===== config.mk =====
export PLATFORM = sky130hd
export DESIGN_NAME = fetch_queue
export DESIGN_NICKNAME = d
export VERILOG_FILES = /design/src/rtl/fetch_queue.sv
export SDC_FILE = /design/constraint.sdc
export NUM_CORES = 1
export LEC_CHECK = 0
export BUFFER_PORTS_ARGS = -buffer_cell sky130_fd_sc_hd__buf_2
export CORE_ASPECT_RATIO = 0.6
export CORE_MARGIN = 1
export CORE_UTILIZATION = 55
export DETAILED_ROUTE_END_ITERATION = 10
export PLACE_DENSITY_LB_ADDON = 0.08
export SYNTH_ARGS = -nofsm -noshare
export SYNTH_HDL_FRONTEND = slang
export SYNTH_SLANG_ARGS = --single-unit

===== constraint.sdc =====
create_clock -name clk -period 10.4 [get_ports clk]
set_input_delay 2.08 -clock clk [delete_from_list [all_inputs] [get_ports clk]]
set_output_delay 2.08 -clock clk [all_outputs]
set_load 0.005 [all_outputs]

===== src/rtl/fetch_queue.sv =====
// fetch_queue: dual-lane in-order instruction buffer between fetch and decode.
// Accepts up to two instructions per cycle and presents the two oldest to
// decode. Each entry carries its PC and an access-fault flag.
module fetch_queue #(
  parameter int unsigned XLEN  = 32,
  parameter int unsigned DEPTH = 8
) (
  input  logic                       clk,
  input  logic                       reset,
  input  logic                       flush_i,
  input  logic                       fetch_line0_valid_i,
  input  logic [XLEN-1:0]            fetch_line0_instr_i,
  input  logic [XLEN-1:0]            fetch_line0_pc_i,
  input  logic                       fetch_line0_fault_i,
  input  logic                       fetch_line1_valid_i,
  input  logic [XLEN-1:0]            fetch_line1_instr_i,
  input  logic [XLEN-1:0]            fetch_line1_pc_i,
  input  logic                       fetch_line1_fault_i,
  output logic                       fetch_ready_o,
  output logic                       dec_line0_valid_o,
  output logic [XLEN-1:0]            dec_line0_instr_o,
  output logic [XLEN-1:0]            dec_line0_pc_o,
  output logic                       dec_line0_fault_o,
  output logic                       dec_line1_valid_o,
  output logic [XLEN-1:0]            dec_line1_instr_o,
  output logic [XLEN-1:0]            dec_line1_pc_o,
  output logic                       dec_line1_fault_o,
  input  logic                       dec_ready_i,
  output logic [$clog2(DEPTH):0]     count_o
);

  localparam int unsigned PW = $clog2(DEPTH);
  localparam int unsigned CW = PW + 1;

  logic [XLEN-1:0] instr_mem [DEPTH];
  logic [XLEN-1:0] pc_mem    [DEPTH];
  logic            fault_mem [DEPTH];

  logic [PW-1:0] wr_ptr, rd_ptr;
  logic [PW-1:0] wr_ptr1, rd_ptr1;
  logic [CW-1:0] count;
  logic [CW-1:0] push_n, pop_n;
  logic          push0, push1;

  // Lane-1 indices wrap naturally because DEPTH is a power of two.
  assign wr_ptr1 = wr_ptr + PW'(1);
  assign rd_ptr1 = rd_ptr + PW'(1);

  assign fetch_ready_o = (count <= CW'(DEPTH - 2));

  // Push/pop amounts; lane 1 alone is illegal and is dropped.
  always_comb begin
    push0  = fetch_ready_o && !flush_i && fetch_line0_valid_i;
    push1  = push0 && fetch_line1_valid_i;
    push_n = '0;
    if (push1)      push_n = CW'(2);
    else if (push0) push_n = CW'(1);
    pop_n = '0;
    if (dec_ready_i && !flush_i) begin
      if (count >= CW'(2))      pop_n = CW'(2);
      else if (count == CW'(1)) pop_n = CW'(1);
    end
  end

  // Pointer and occupancy state; reset dominates, flush empties the queue.
  always_ff @(posedge clk) begin
    if (reset || flush_i) begin
      wr_ptr <= '0;
      rd_ptr <= '0;
      count  <= '0;
    end else begin
      wr_ptr <= wr_ptr + PW'(push_n);
      rd_ptr <= rd_ptr + PW'(pop_n);
      count  <= count + push_n - pop_n;
    end
  end

  // Storage writes; contents are not reset, validity comes from count.
  always_ff @(posedge clk) begin
    if (!reset && push0) begin
      instr_mem[wr_ptr] <= fetch_line0_instr_i;
      pc_mem[wr_ptr]    <= fetch_line0_pc_i;
      fault_mem[wr_ptr] <= fetch_line0_fault_i;
    end
    if (!reset && push1) begin
      instr_mem[wr_ptr1] <= fetch_line1_instr_i;
      pc_mem[wr_ptr1]    <= fetch_line1_pc_i;
      fault_mem[wr_ptr1] <= fetch_line1_fault_i;
    end
  end

  // Decode view of the two oldest entries.
  always_comb begin
    dec_line0_valid_o = (count >= CW'(1));
    dec_line0_instr_o = instr_mem[rd_ptr];
    dec_line0_pc_o    = pc_mem[rd_ptr];
    dec_line0_fault_o = fault_mem[rd_ptr];
    dec_line1_valid_o = (count >= CW'(2));
    dec_line1_instr_o = instr_mem[rd_ptr1];
    dec_line1_pc_o    = pc_mem[rd_ptr1];
    dec_line1_fault_o = fault_mem[rd_ptr1];
  end

  assign count_o = count;

endmodule


## Yosys cells after proc, flatten, opt, wreduce, memory -nomap -nowiden

Memory sizes are Yosys's and may differ from the RTL's. A register that Yosys moved wholly into a read port is not among the register bits.
Cells that the tools add are included.

- Equality and inequality tests: 1
- $lt $le $gt $ge: 3
- Reduce and logical (&&, ||, !) cells: 9
- Muxes and demuxes: 12
- $add $sub $neg: 6

Operators with widths:

| kind | number |
|---|---|
| 3-bit two-way mux | 3 |
| 3-bit by 1-bit adder with 3-bit output (second input constant) | 2 |
| 3-bit adder | 2 |
| 1-bit logical AND | 6 |
| 1-bit two-way mux | 6 |
| 2-bit two-way mux | 3 |
| 4-bit adder | 1 |
| 4-bit by 1-bit equality test with 1-bit output (second input constant) | 1 |
| 4-bit by 1-bit greater-or-equal comparator with 1-bit output (second input constant) | 1 |
| 4-bit by 2-bit greater-or-equal comparator with 1-bit output (second input constant) | 1 |
| 4-bit by 3-bit <= comparator with 1-bit output (second input constant) | 1 |
| 4-bit subtractor | 1 |
| 1-bit logical NOT | 2 |
| 1-bit logical OR | 1 |

- Logic and storage cells: 37
- Bits in registers: 10
- Output and inout port bits: 137
- Memory bits (writable): 520
- Bits of input ports: 136
- Memories kept: 3

Memory list:

| name | words | width | read ports | clocked after memory_dff | wr ports | line | source |
|---|---|---|---|---|---|---|---|
| instr_mem | 8 | 32 | 2 | 1 | 2 | 35 | `logic [XLEN-1:0] instr_mem [DEPTH];` |
| pc_mem | 8 | 32 | 2 | 1 | 2 | 36 | `logic [XLEN-1:0] pc_mem [DEPTH];` |
| fault_mem | 8 | 1 | 2 | 1 | 2 | 37 | `logic fault_mem [DEPTH];` |

## Logic depth before layout (Yosys ltp)

Gate-level depths: netlist of the first run.

- Word-level depth: 7
- Mapped depth: 13
- Depth with buffers taken out: 13

## Least setup slack after synthesis of the first run

Ideal clock, no wire load.

- Path kind: input -> register
- Start point: in reset
- End point: mem fault_mem[3] (enable)
- Slack: 2.285 ns
- Stages: 4
- Arrival time: 7.530 ns
- Path buffers: 0
- Path through: or2_1 > o32ai_1 > nor2_1 > a211oi_1

RTL lines:

| item | line | source |
|---|---|---|
| from (decl) | 9 | `input logic reset,` |
| to (decl) | 37 |  |

## Worst setup path in the final report of the first run

- Start point: reg rd_ptr[0]
- End point: out dec_line1_pc_o[5]

- Cells in the longest elaborated chain, start to end: 2

Ends and longest elaborated chain:

| item | line | source |
|---|---|---|
| from (decl) | 39 | `logic [PW-1:0] wr_ptr, rd_ptr;` |
| from (signal assigned) | 73 | `rd_ptr <= rd_ptr + PW'(pop_n);` |
| 3-bit by 1-bit adder with 3-bit output | 47 | `assign rd_ptr1 = rd_ptr + PW'(1);` |
| memory read 8 x 32 bit | -- |  |
| to (decl) | 26 | `output logic [XLEN-1:0] dec_line1_pc_o,` |

No other way between the ends.

==> results by group, run 1 <==
Outcome
  • Status: complete, no violations

Cells and area
  • Area growth syn-to-layout: 10.97%
  • Util after Layout: approximately three fifths
  • Post-route cell area: 35720 um^2
  • Filler cells: 4136
  • Nets: 2051
  • Leading cell type in the layout, fill and taps excluded: edfxtp_1
  • Multi-input logic area: ~16000 um^2
  • Most frequent cells in the layout: edfxtp_1 (520), mux2_4 (400), buf_2 (272)
  • Fraction of layout cells with a size suffix above 1: just under 70%
  • FF/Latch Area: 15830 um^2

Drt
  • Drt initial violations: 1442
  • Antenna Nets Post-Route: 0
  • Via count: 17284
  • DR WL/cell: 29.68 um
  • Drt via density: approximately 6.4
  • Number of remaining DRC errors: 0
  • WL final: 80720 um
  • Pre-antenna DRT Iters: 5

STA
  • Slew Viols, Final: 0
  • Period minus WS final: 6441 ps
  • Rel. slew slack: 24.05%
  • Skew final: ~22 ps
  • Post-Route Setup TNS: 0 ps
  • # setup viols final: 0
  • Fmax: approximately 0.16 GHz
  • RSZ-0062 raised after global routing: false
  • Final count of hold timing violations: 0
  • Worst hold slack: 730.3 ps
  • Pin slew with the least headroom to its limit: between 1000 and 1500 ps
  • Post-route clock period utilization: 61.93%

Synthesis
  • Synth async-reset ratio: 0%
  • Avg Inst Size Synth: between 15 and 20 um^2
  • Yosys cell types: 38
  • #FFs+latches synth: 530
  • Post-synthesis sequential area ratio: 49.13%
  • Netlist Area Pre-Place: 32190 um^2
  • Post-synth EDFFs: 520
  • Mapped Nets: 1825
  • Synthesized netlist cell count: around 1700
  • Synthesis Warnings: 0
  • Ys flop type: edfxtp_1

Clock network
  • CTS Buf Count: 51
  • Clk sink count: 530
  • Buffers inserted by post-CTS timing repair: 0
  • Latest clock arrival within the worst-skew pair: slightly below 600 ps
  • Clock Pin Slew Worst Setup and Hold Paths: around 70 ps
  • Post-CTS sizing: 0
  • CTS Hold Bufs: 0
  • CTS tree: yes
  • Max Root-Sink Buffers: 3
  • Root Driver: clkbuf_16
  • H-Tree Depth: 2

Worst setup path
  • Slowest cell on the critical path: buf_4
  • CP max stage delay: 910 ps
  • Crit Path Category: reg -> out
  • WP data arrival: between 4000 and 5000 ps
  • CP dominant cell by count: buf_4
  • Crit. End Element: primary output
  • CP required: 8320 ps
  • CP max FO: 66
  • CP Cell Sequence: buf_4, buf_4, mux4_2, mux2_2, buf_2
  • Crit path max-delay family: buffers and inverters
  • Crit start category: register
  • Worst Path Buf+Inv: 3

Floorplan
  • Row Count: 68
  • Die ar.: about 60000 um^2
  • Die height: 189.4 um
  • Die W: 314.3 um
  • Core area: 57690 um^2
  • Starting Density: 55.80%
  • Io pins: 273

Placed design
  • Placement Cell Area: 34030 um^2
  • IO buf count: 272
  • Placer Congestion: 0.7624
  • Post-DP HPWL: 45860 um

Power
  • Total power: between 4000 and 5000 uW
  • Power density cells: approximately 130 nW/um^2
  • IR drop worst, VDD: 117.5 uV
  • P_leak: 0.01328 uW

GRT
  • First-pass GRT wire length: 117700 um
  • Vias in the first global route: 17963
  • GRT Util Overall: ~27%
  • Initial antenna violation count: 18
  • Largest net degree at the start of global routing: 67
  • Grt total ovfl: 0

Job
  • Max-cap violation count: 0

Hold path
  • HP Class: reg -> reg
==> through the flow <==
stage / worst slack, ps / instances
detailed placement: 4519 / 2618
global placement: 4590 / 2618
global route: 3642 / 2718
CTS: 3880 / 2709
finish: 3959 / 2720
floorplan: 2285 / 1675
==> metal layers <==
layer | GRT usage, % | part of all wire (%) | up-vias
met1 | 35.01 | 41 | 9161
met2 | 46.54 | 51 | 542
met3 | 4.392 | 5.5 | 135
met4 | 7.917 | 2.7 | 10
li1 | - | - | 7436
met5 | 0 | 0.081 | -
==> cells by family after synthesis <==
logic type	after synthesis	synth area share (%)
flip-flops	530	49.13
XOR/XNOR	6	0.1633
AO/OA/AOI/OAI	14	0.3343
AND/OR/NAND/NOR	55	1.057
adder cells (fa/ha/maj)	14	0.6374
buffers and inverters	145	3.016
multiplexers	911	45.66
==> final cells by class <==
class                   instances  share of cell area, %
clock inverters                27                 0.8371
diodes                         11                0.07706
well taps                     770                  2.697
flip-flops and latches        530                  44.30
clock buffers                  64                  3.828
multi-input cells            1000                  43.60
inverters                      12                 0.1261
repair buffers                306                  4.525
==> registers in the layout, summed over array words and instances (netlist names) <==
register and flops:
fault_mem 8, wr_ptr 3, rd_ptr 3, count_o 4, instr_mem 256, pc_mem 256
==> synth_stat cells, types with 7 or more instances <==
cell / number / area [um^2]
mux4_2: 260 / 5856
nor2_1: 19 / 71.32
inv_1: 12 / 45.04
clkbuf_1: 19 / 71.32
nand2_1: 7 / 26.28
nand3_2: 8 / 80.08
mux2_2: 250 / 2815
dfxtp_1: 10 / 200.2
edfxtp_1: 520 / 15610
buf_4: 10 / 75.07
buf_6: 44 / 495.5
mux2_4: 400 / 6006
buf_2: 47 / 235.2
ha_1: 10 / 125.1
buf_1: 13 / 48.80
==> worst min-delay path, delay by kind of cell, from the launching register on <==
| kind | cells | cell delay [ps] |
|---|---|---|
| DFF | 1 | 430 |
| adders and majority gates | 1 | 170 |
| and+or+nand+nor | 1 | 100 |
==> where the power goes <==
part | leakage, uW | internal (uW) | switching, uW
Combinational | 0.00769 | 259 | 200
Sequential | 0.00477 | 2370 | 15.2
Clock | 0.000814 | 1100 | 811
Total | 0.0133 | 3730 | 1030
==> final timing paths <==
| check | end | cells after the start | slack (ps) | startpoint |
|---|---|---|---|---|
| max | dec_line1_pc_o[5] | 5 | 3960 | rd_ptr[0] |
| min | count_o[0] | 2 | 730 | count_o[0] |
| max reg2reg | instr_mem[7][21] | 8 | 5750 | count_o[3] |
| min reg2reg | count_o[0] | 2 | 730 | count_o[0] |
Power figures use the tool's default switching activity.
==> run 2, diff against run 1 <==
==> constraint.sdc (replaced) <==
create_clock -name clk -period 5.6 [get_ports clk]
set_input_delay 1.12 -clock clk [delete_from_list [all_inputs] [get_ports clk]]
set_output_delay 1.12 -clock clk [all_outputs]
set_load 0.005 [all_outputs]
==> run 2 against run 1 <==
Net effect:
- critical path depth is the same
- count of clock-buffer cells in the layout decreased by 1
- largest cell class unchanged
- via count is 0.80% higher
- largest power group unchanged
==> results by group, run 2 (same netlist as run 1, synthesis figures left out) <==
Outcome
  • Status: complete, no violations (unchanged)

GRT
  • Global routing usage on met1: 37.59% (was 35.01%)
  • Routing usage on met2: 45.47% (was 46.54%)
  • First-pass GRT wire length: 118300 um (was 117700 um)
  • Initial antenna violation count: 10 (was 18)
  • Grt met3 use: 4.414% (was 4.392%)
  • Largest net degree at the start of global routing: 142 (was 67)
  • GRT Util Overall: 27.12% (was 26.90%)
  • Grt total ovfl: 0 (unchanged)
  • Vias in the first global route: 17949 (was 17963)
  • Most Used Layer, Global Route: met2 (unchanged)

Worst setup path
  • CP required: 4480 ps (was 8320 ps)
  • RR Endpoint: count_o[3] (was instr_mem[7][21])
  • Worst Path Buf+Inv: 2 (was 3)
  • CP max stage delay: 750 ps (was 910 ps)
  • CP Cell Sequence: ha_4, buf_12, mux4_2, mux2_2, buf_2 (was buf_4, buf_4, mux4_2, mux2_2, buf_2)
  • WP data arrival: 3270 ps (was 4360 ps)
  • Crit start category: register (unchanged)
  • Crit Path Category: reg -> out (unchanged)
  • Reg2reg path depth: 12 (was 8)
  • Crit path max-delay family: flip-flops (was buffers and inverters)
  • Critical path origin: rd_ptr[1] (was rd_ptr[0])
  • Critical path depth: 5 (unchanged)
  • R2R Path Start: count_o[3] (unchanged)
  • CP max FO: 51 (was 66)
  • Crit. End Element: primary output (unchanged)
  • Slowest cell on the critical path: dfxtp_4 (was buf_4)
  • CP endpoint: dec_line1_instr_o[14] (was dec_line1_pc_o[5])
  • R2R Setup Slk: 1570 ps (was 5750 ps)

STA
  • # setup viols final: 0 (unchanged)
  • Post-Route Setup TNS: 0 ps (unchanged)
  • Skew final: 13.94 ps (was 22.19 ps)
  • Pin slew with the least headroom to its limit: 1119 ps (was 1139 ps)
  • Fmax: 0.2279 GHz
  • Slew Viols, Final: 0 (unchanged)
  • Post-route clock period utilization: 78.37%
  • Period minus WS final: 4389 ps
  • Rel. slew slack: 25.37% (was 24.05%)
  • RSZ-0062 raised after global routing: false (unchanged)
  • Final count of hold timing violations: 0 (unchanged)

Cells and area
  • Fraction of layout cells with a size suffix above 1: 67.51% (was 67.77%)
  • Most frequent cells in the layout: edfxtp_1 (520), mux2_4 (400), buf_2 (272) (unchanged)
  • Area growth syn-to-layout: 11.24% (was 10.97%)
  • Filler cells: 4136 (unchanged)
  • Leading cell type in the layout, fill and taps excluded: edfxtp_1 (unchanged)
  • Nets: 2052 (was 2051)
  • Leading registers by flop count: instr_mem x256, pc_mem x256, fault_mem x8 (unchanged)

Placed design
  • Placer Congestion: 0.8512 (was 0.7624)
  • Post-DP HPWL: 46380 um (was 45860 um)
  • IO buf count: 272 (unchanged)

Floorplan
  • Row Count: 68 (unchanged)
  • Die ar.: 59530 um^2 (unchanged)
  • Die height: 189.4 um (unchanged)
  • Die W: 314.3 um (unchanged)
  • Starting Density: 55.80% (unchanged)
  • Io pins: 273 (unchanged)
  • Core area: 57690 um^2 (unchanged)

Clock network
  • Latest clock arrival within the worst-skew pair: 610 ps (was 590 ps)
  • Root Driver: clkbuf_16 (unchanged)
  • H-Tree Depth: 2 (unchanged)
  • CTS Hold Bufs: 0 (unchanged)
  • CTS tree: yes (unchanged)
  • Buffers inserted by post-CTS timing repair: 0 (unchanged)
  • Post-CTS sizing: 0 (unchanged)
  • CTS Buf Count: 52 (was 51)
  • Clock Pin Slew Worst Setup and Hold Paths: 70 ps (about the same)
  • Clk sink count: 530 (unchanged)
  • Max Root-Sink Buffers: 3 (unchanged)

Job
  • Max-cap violation count: 0 (unchanged)

Drt
  • DR WL/cell: 29.85 um (was 29.68 um)
  • Via count: 17422 (was 17284)
  • Pre-antenna DRT Iters: 5 (unchanged)
  • WL final: 81120 um (was 80720 um)
  • Drt via density: 6.410 (was 6.354)
  • Number of remaining DRC errors: 0 (unchanged)
  • Antenna Nets Post-Route: 0 (unchanged)
  • Drt initial violations: 1518 (was 1442)

Power
  • Total power: 8702 uW (was 4755 uW)
  • P_leak: 0.01328 uW (about the same)
  • IR drop worst, VDD: 226.5 uV (was 117.5 uV)
  • Power density cells: 243.0 nW/um^2 (was 133.1 nW/um^2)

Hold path
  • HP Class: reg -> reg (unchanged)
[run 2: worst register-to-register path, cell delays in order (launching register included)]
cell and delay, ps:
dfxtp_1 400, inv_1 80, ha_1 180, nand2_1 120, mux2i_4 640, nand3b_1 800
nor2_1 370, fa_1 490, ha_1 290, a21o_1 180, a21oi_1 170, xnor2_1 140
nor2_1 60
[run 2: stage by stage]
step	hold WS, ps	instance area [um^2]	util (%)	setup WS (ps)	cells
2_1_floorplan	574.5	32210	-	605.5	1675
3_3_place_gp	703.9	34220	59.31	1656	2618
3_5_place_dp	720.2	34220	59.31	1602	2618
4_1_cts	735.7	35790	62.05	1125	2712
5_1_grt	783.7	35800	62.05	1018	2713
6_report	729.4	35810	62.07	1211	2718
[run 2: worst min-delay path by stage]
stage               startpoint          to  slack [ps]  depth (start not counted)
finish              count_o[0]  count_o[0]         730                          2
global placement    count_o[0]  count_o[0]         700                          2
global route        count_o[0]  count_o[0]         780                          2
floorplan            rd_ptr[0]   rd_ptr[0]         570                          2
detailed placement  count_o[0]  count_o[0]         720                          2
CTS                 count_o[0]  count_o[0]         740                          2
[run 2: power by group]
| group | switching [uW] | internal [uW] | leakage, uW |
|---|---|---|---|
| logic | 382 | 485 | 0.00774 |
| registers | 26.0 | 4400 | 0.00477 |
| clock network | 1550 | 1860 | 0.000771 |
| total | 1950 | 6750 | 0.0133 |
[run 2: final cells by class]
class	instances	area, um^2	share of cell area [%]
Multi-Input combinational cell	1000	15580	43.50
Clock buffer	63	1364	3.809
Tap cell	770	963.4	2.691
Clock inverter	31	214.0	0.5975
Timing Repair Buffer	306	1804	5.039
Antenna cell	6	15.01	0.04193
Inverter	12	45.04	0.1258
Sequential cell	530	15830	44.20
[run 2: layer usage]
layer  up-vias  wire (um)
met5         -         35
met4         6       1077
met3        86       4792
met2       525      40590
met1      9365      34620
li1       7440          -
==> run 3, diff against run 2 <==
==> constraint.sdc (replaced) <==
create_clock -name clk -period 4.6 [get_ports clk]
set_input_delay 0.92 -clock clk [delete_from_list [all_inputs] [get_ports clk]]
set_output_delay 0.92 -clock clk [all_outputs]
set_load 0.005 [all_outputs]
==> run 3 against run 2 <==
Net effect:
- wire length up 0.54%
- register-to-register slack worse by 310 ps
- clock skew up 0.92 ps
- cell count up 0.66%
- sequential power up 22%
- setup slack worse by 510 ps
- hold slack worse by 22 ps
- utilization up 0.30 points
- global-route usage up 0.30 points
- sequential share of layout area down 0.21 points
- critical path depth unchanged
==> results by group, run 3 (same netlist as run 1, synthesis figures left out) <==
STA
  • Worst setup margin: 697.6 ps (was 1211 ps)
  • Skew final: 14.85 ps (was 13.94 ps)
  • Rel. slew slack: 35.02% (was 25.37%)
  • Post-route clock period utilization: 84.83%
  • Fmax: 0.2563 GHz
  • Final count of hold timing violations: 0 (unchanged)
  • Slew Viols, Final: 0 (unchanged)
  • RSZ-0062 raised after global routing: false (unchanged)
  • Period minus WS final: approximately 3900 ps
  • # setup viols final: 0 (unchanged)
  • Worst hold slack: 707.6 ps (was 729.4 ps)
  • Post-Route Setup TNS: 0 ps (unchanged)
  • Pin slew with the least headroom to its limit: 974.6 ps (was 1119 ps)

Power
  • Power density cells: 297.4 nW/um^2 (was 243.0 nW/um^2)
  • IR drop worst, VDD: 251.2 uV (was 226.5 uV)
  • P_leak: 0.01341 uW (was 0.01328 uW)

Cells and area
  • Area growth syn-to-layout: 11.77% (was 11.24%)
  • Leading cell type in the layout, fill and taps excluded: edfxtp_1 (unchanged)
  • Fraction of layout cells with a size suffix above 1: 68.23% (was 67.51%)
  • Post-route cell area: 35980 um^2 (was 35810 um^2)
  • Leading registers by flop count: instr_mem x256, pc_mem x256, fault_mem x8 (unchanged)
  • Util after Layout: 62.37% (was 62.07%)
  • Nets: 2068 (was 2052)
  • Most frequent cells in the layout: edfxtp_1 (520), mux2_4 (400), buf_2 (272) (unchanged)

Floorplan
  • Core area: 57690 um^2 (unchanged)
  • Die ar.: 59530 um^2 (unchanged)
  • Starting Density: 55.80% (unchanged)
  • Die height: 189.4 um (unchanged)
  • Io pins: 273 (unchanged)
  • Row Count: 68 (unchanged)
  • Die W: 314.3 um (unchanged)

Placed design
  • Post-DP HPWL: 48250 um (was 46380 um)
  • Placer Congestion: 0.7884 (was 0.8512)
  • Pre-CTS setup slack: 1244 ps (was 1602 ps)
  • Placement Cell Area: 34330 um^2 (was 34220 um^2)
  • IO buf count: 272 (unchanged)

Drt
  • Number of remaining DRC errors: 0 (unchanged)
  • WL final: 81560 um (was 81120 um)
  • Via count: 17582 (was 17422)
  • Met3 Routed Length: 5290 um (was 4792 um)
  • Met2 WL: 39560 um (was 40590 um)
  • Drt initial violations: 1671 (was 1518)
  • Drt via density: 6.426 (was 6.410)
  • DR WL/cell: 29.81 um (was 29.85 um)
  • Top sig layer: met5 (unchanged)
  • Antenna Nets Post-Route: 0 (unchanged)
  • M1 wire length: 35200 um (was 34620 um)
  • Pre-antenna DRT Iters: 5 (unchanged)

Clock network
  • Clk sink count: 530 (unchanged)
  • CTS Hold Bufs: 0 (unchanged)
  • Buffers inserted by post-CTS timing repair: 0 (unchanged)
  • Latest clock arrival within the worst-skew pair: 610 ps (about the same)
  • Clock Pin Slew Worst Setup and Hold Paths: 70 ps (about the same)
  • H-Tree Depth: 2 (unchanged)
  • CTS Buf Count: 51 (was 52)
  • Max Root-Sink Buffers: 3 (unchanged)
  • CTS tree: yes (unchanged)
  • Post-CTS sizing: 0 (unchanged)
  • Root Driver: clkbuf_16 (unchanged)

Outcome
  • Status: complete, no violations (unchanged)

Worst setup path
  • Crit Path Category: reg -> out (unchanged)
  • Crit. End Element: primary output (unchanged)
  • CP Cell Sequence: ha_4, buf_12, mux4_2, mux2_2, buf_2 (unchanged)
  • WP data arrival: 2980 ps (was 3270 ps)
  • Slowest cell on the critical path: ha_4 (was dfxtp_4)
  • Crit path max-delay family: adder cells (was flip-flops)
  • CP max FO: 45 (was 51)
  • CP max stage delay: 840 ps (was 750 ps)
  • Worst Path Buf+Inv: 2 (unchanged)
  • CP required: 3680 ps (was 4480 ps)
  • Crit start category: register (unchanged)

GRT
  • Largest net degree at the start of global routing: 121 (was 142)
  • Initial antenna violation count: 11 (was 10)
  • GRT Util Overall: 27.42% (was 27.12%)
  • Vias in the first global route: 17932 (was 17949)
  • Grt total ovfl: 0 (unchanged)
  • First-pass GRT wire length: 119500 um (was 118300 um)

Hold path
  • HP Class: in -> reg (was reg -> reg)

Job
  • Max-cap violation count: 0 (unchanged)
[run 3: changes by cell type in the layout (fill, tap and decap cells not counted)]
cell	previous run	this run
buf_4	19	37
clkinv_2	8	15
clkbuf_1	10	5
clkinv_1	18	14
bufinv_16	3	5
diode_2	6	8
buf_12	15	14
clkinv_4	1	0
[run 3: stage by stage]
stage	power [uW]	std cells
after floorplan	6163	1675
after global placement	6533	2635
after detailed placement	6555	2635
after CTS	10770	2728
after global routing	11010	2732
final	10700	2736
[run 3: area by class of cell]
cell class              instances  area [um^2]
flip-flops and latches        530        15830
clock inverters                35        285.3
inverters                      12        45.04
well taps                     770        963.4
multi-input cells            1000        15580
fillers                      4166        21700
repair buffers                323         1919
diodes                          8        20.02
clock buffers                  58         1345
[run 3: worst register-to-register path, cell delays in order, from the launching register on]
cell and delay (ps):
dfxtp_1 400, inv_1 90, ha_1 180, nand2_1 130, mux2i_4 640, nand3b_1 140, buf_4 240, nor2_1 140
fa_1 440, ha_1 280, a21o_1 190, a21oi_1 180, xnor2_1 130, nor2_1 50
[run 3: worst paths after layout]
path	endpoint	slack (ps)	start	cells past startpoint
worst min register to register	wr_ptr[1]	740	wr_ptr[1]	3
worst max register to register	count_o[3]	1260	count_o[3]	13
worst max-delay path	dec_line1_instr_o[13]	700	rd_ptr[0]	5
worst min-delay path	instr_mem[7][1]	710	fetch_line0_instr_i[1]	2
[run 3: report_power, final]
group          leakage, uW  internal (uW)  switching [uW]
clock             0.000810           2370            1880
combinational      0.00782            591             472
sequential         0.00477           5360            27.3
total               0.0134           8320            2380
[run 3: per-layer routing]
metal / up-vias / track usage [%]
li1: 7463 / -
met2: 610 / 44.61
met5: - / 0
met1: 9401 / 39.11
met4: 4 / 6.623
met3: 104 / 4.020
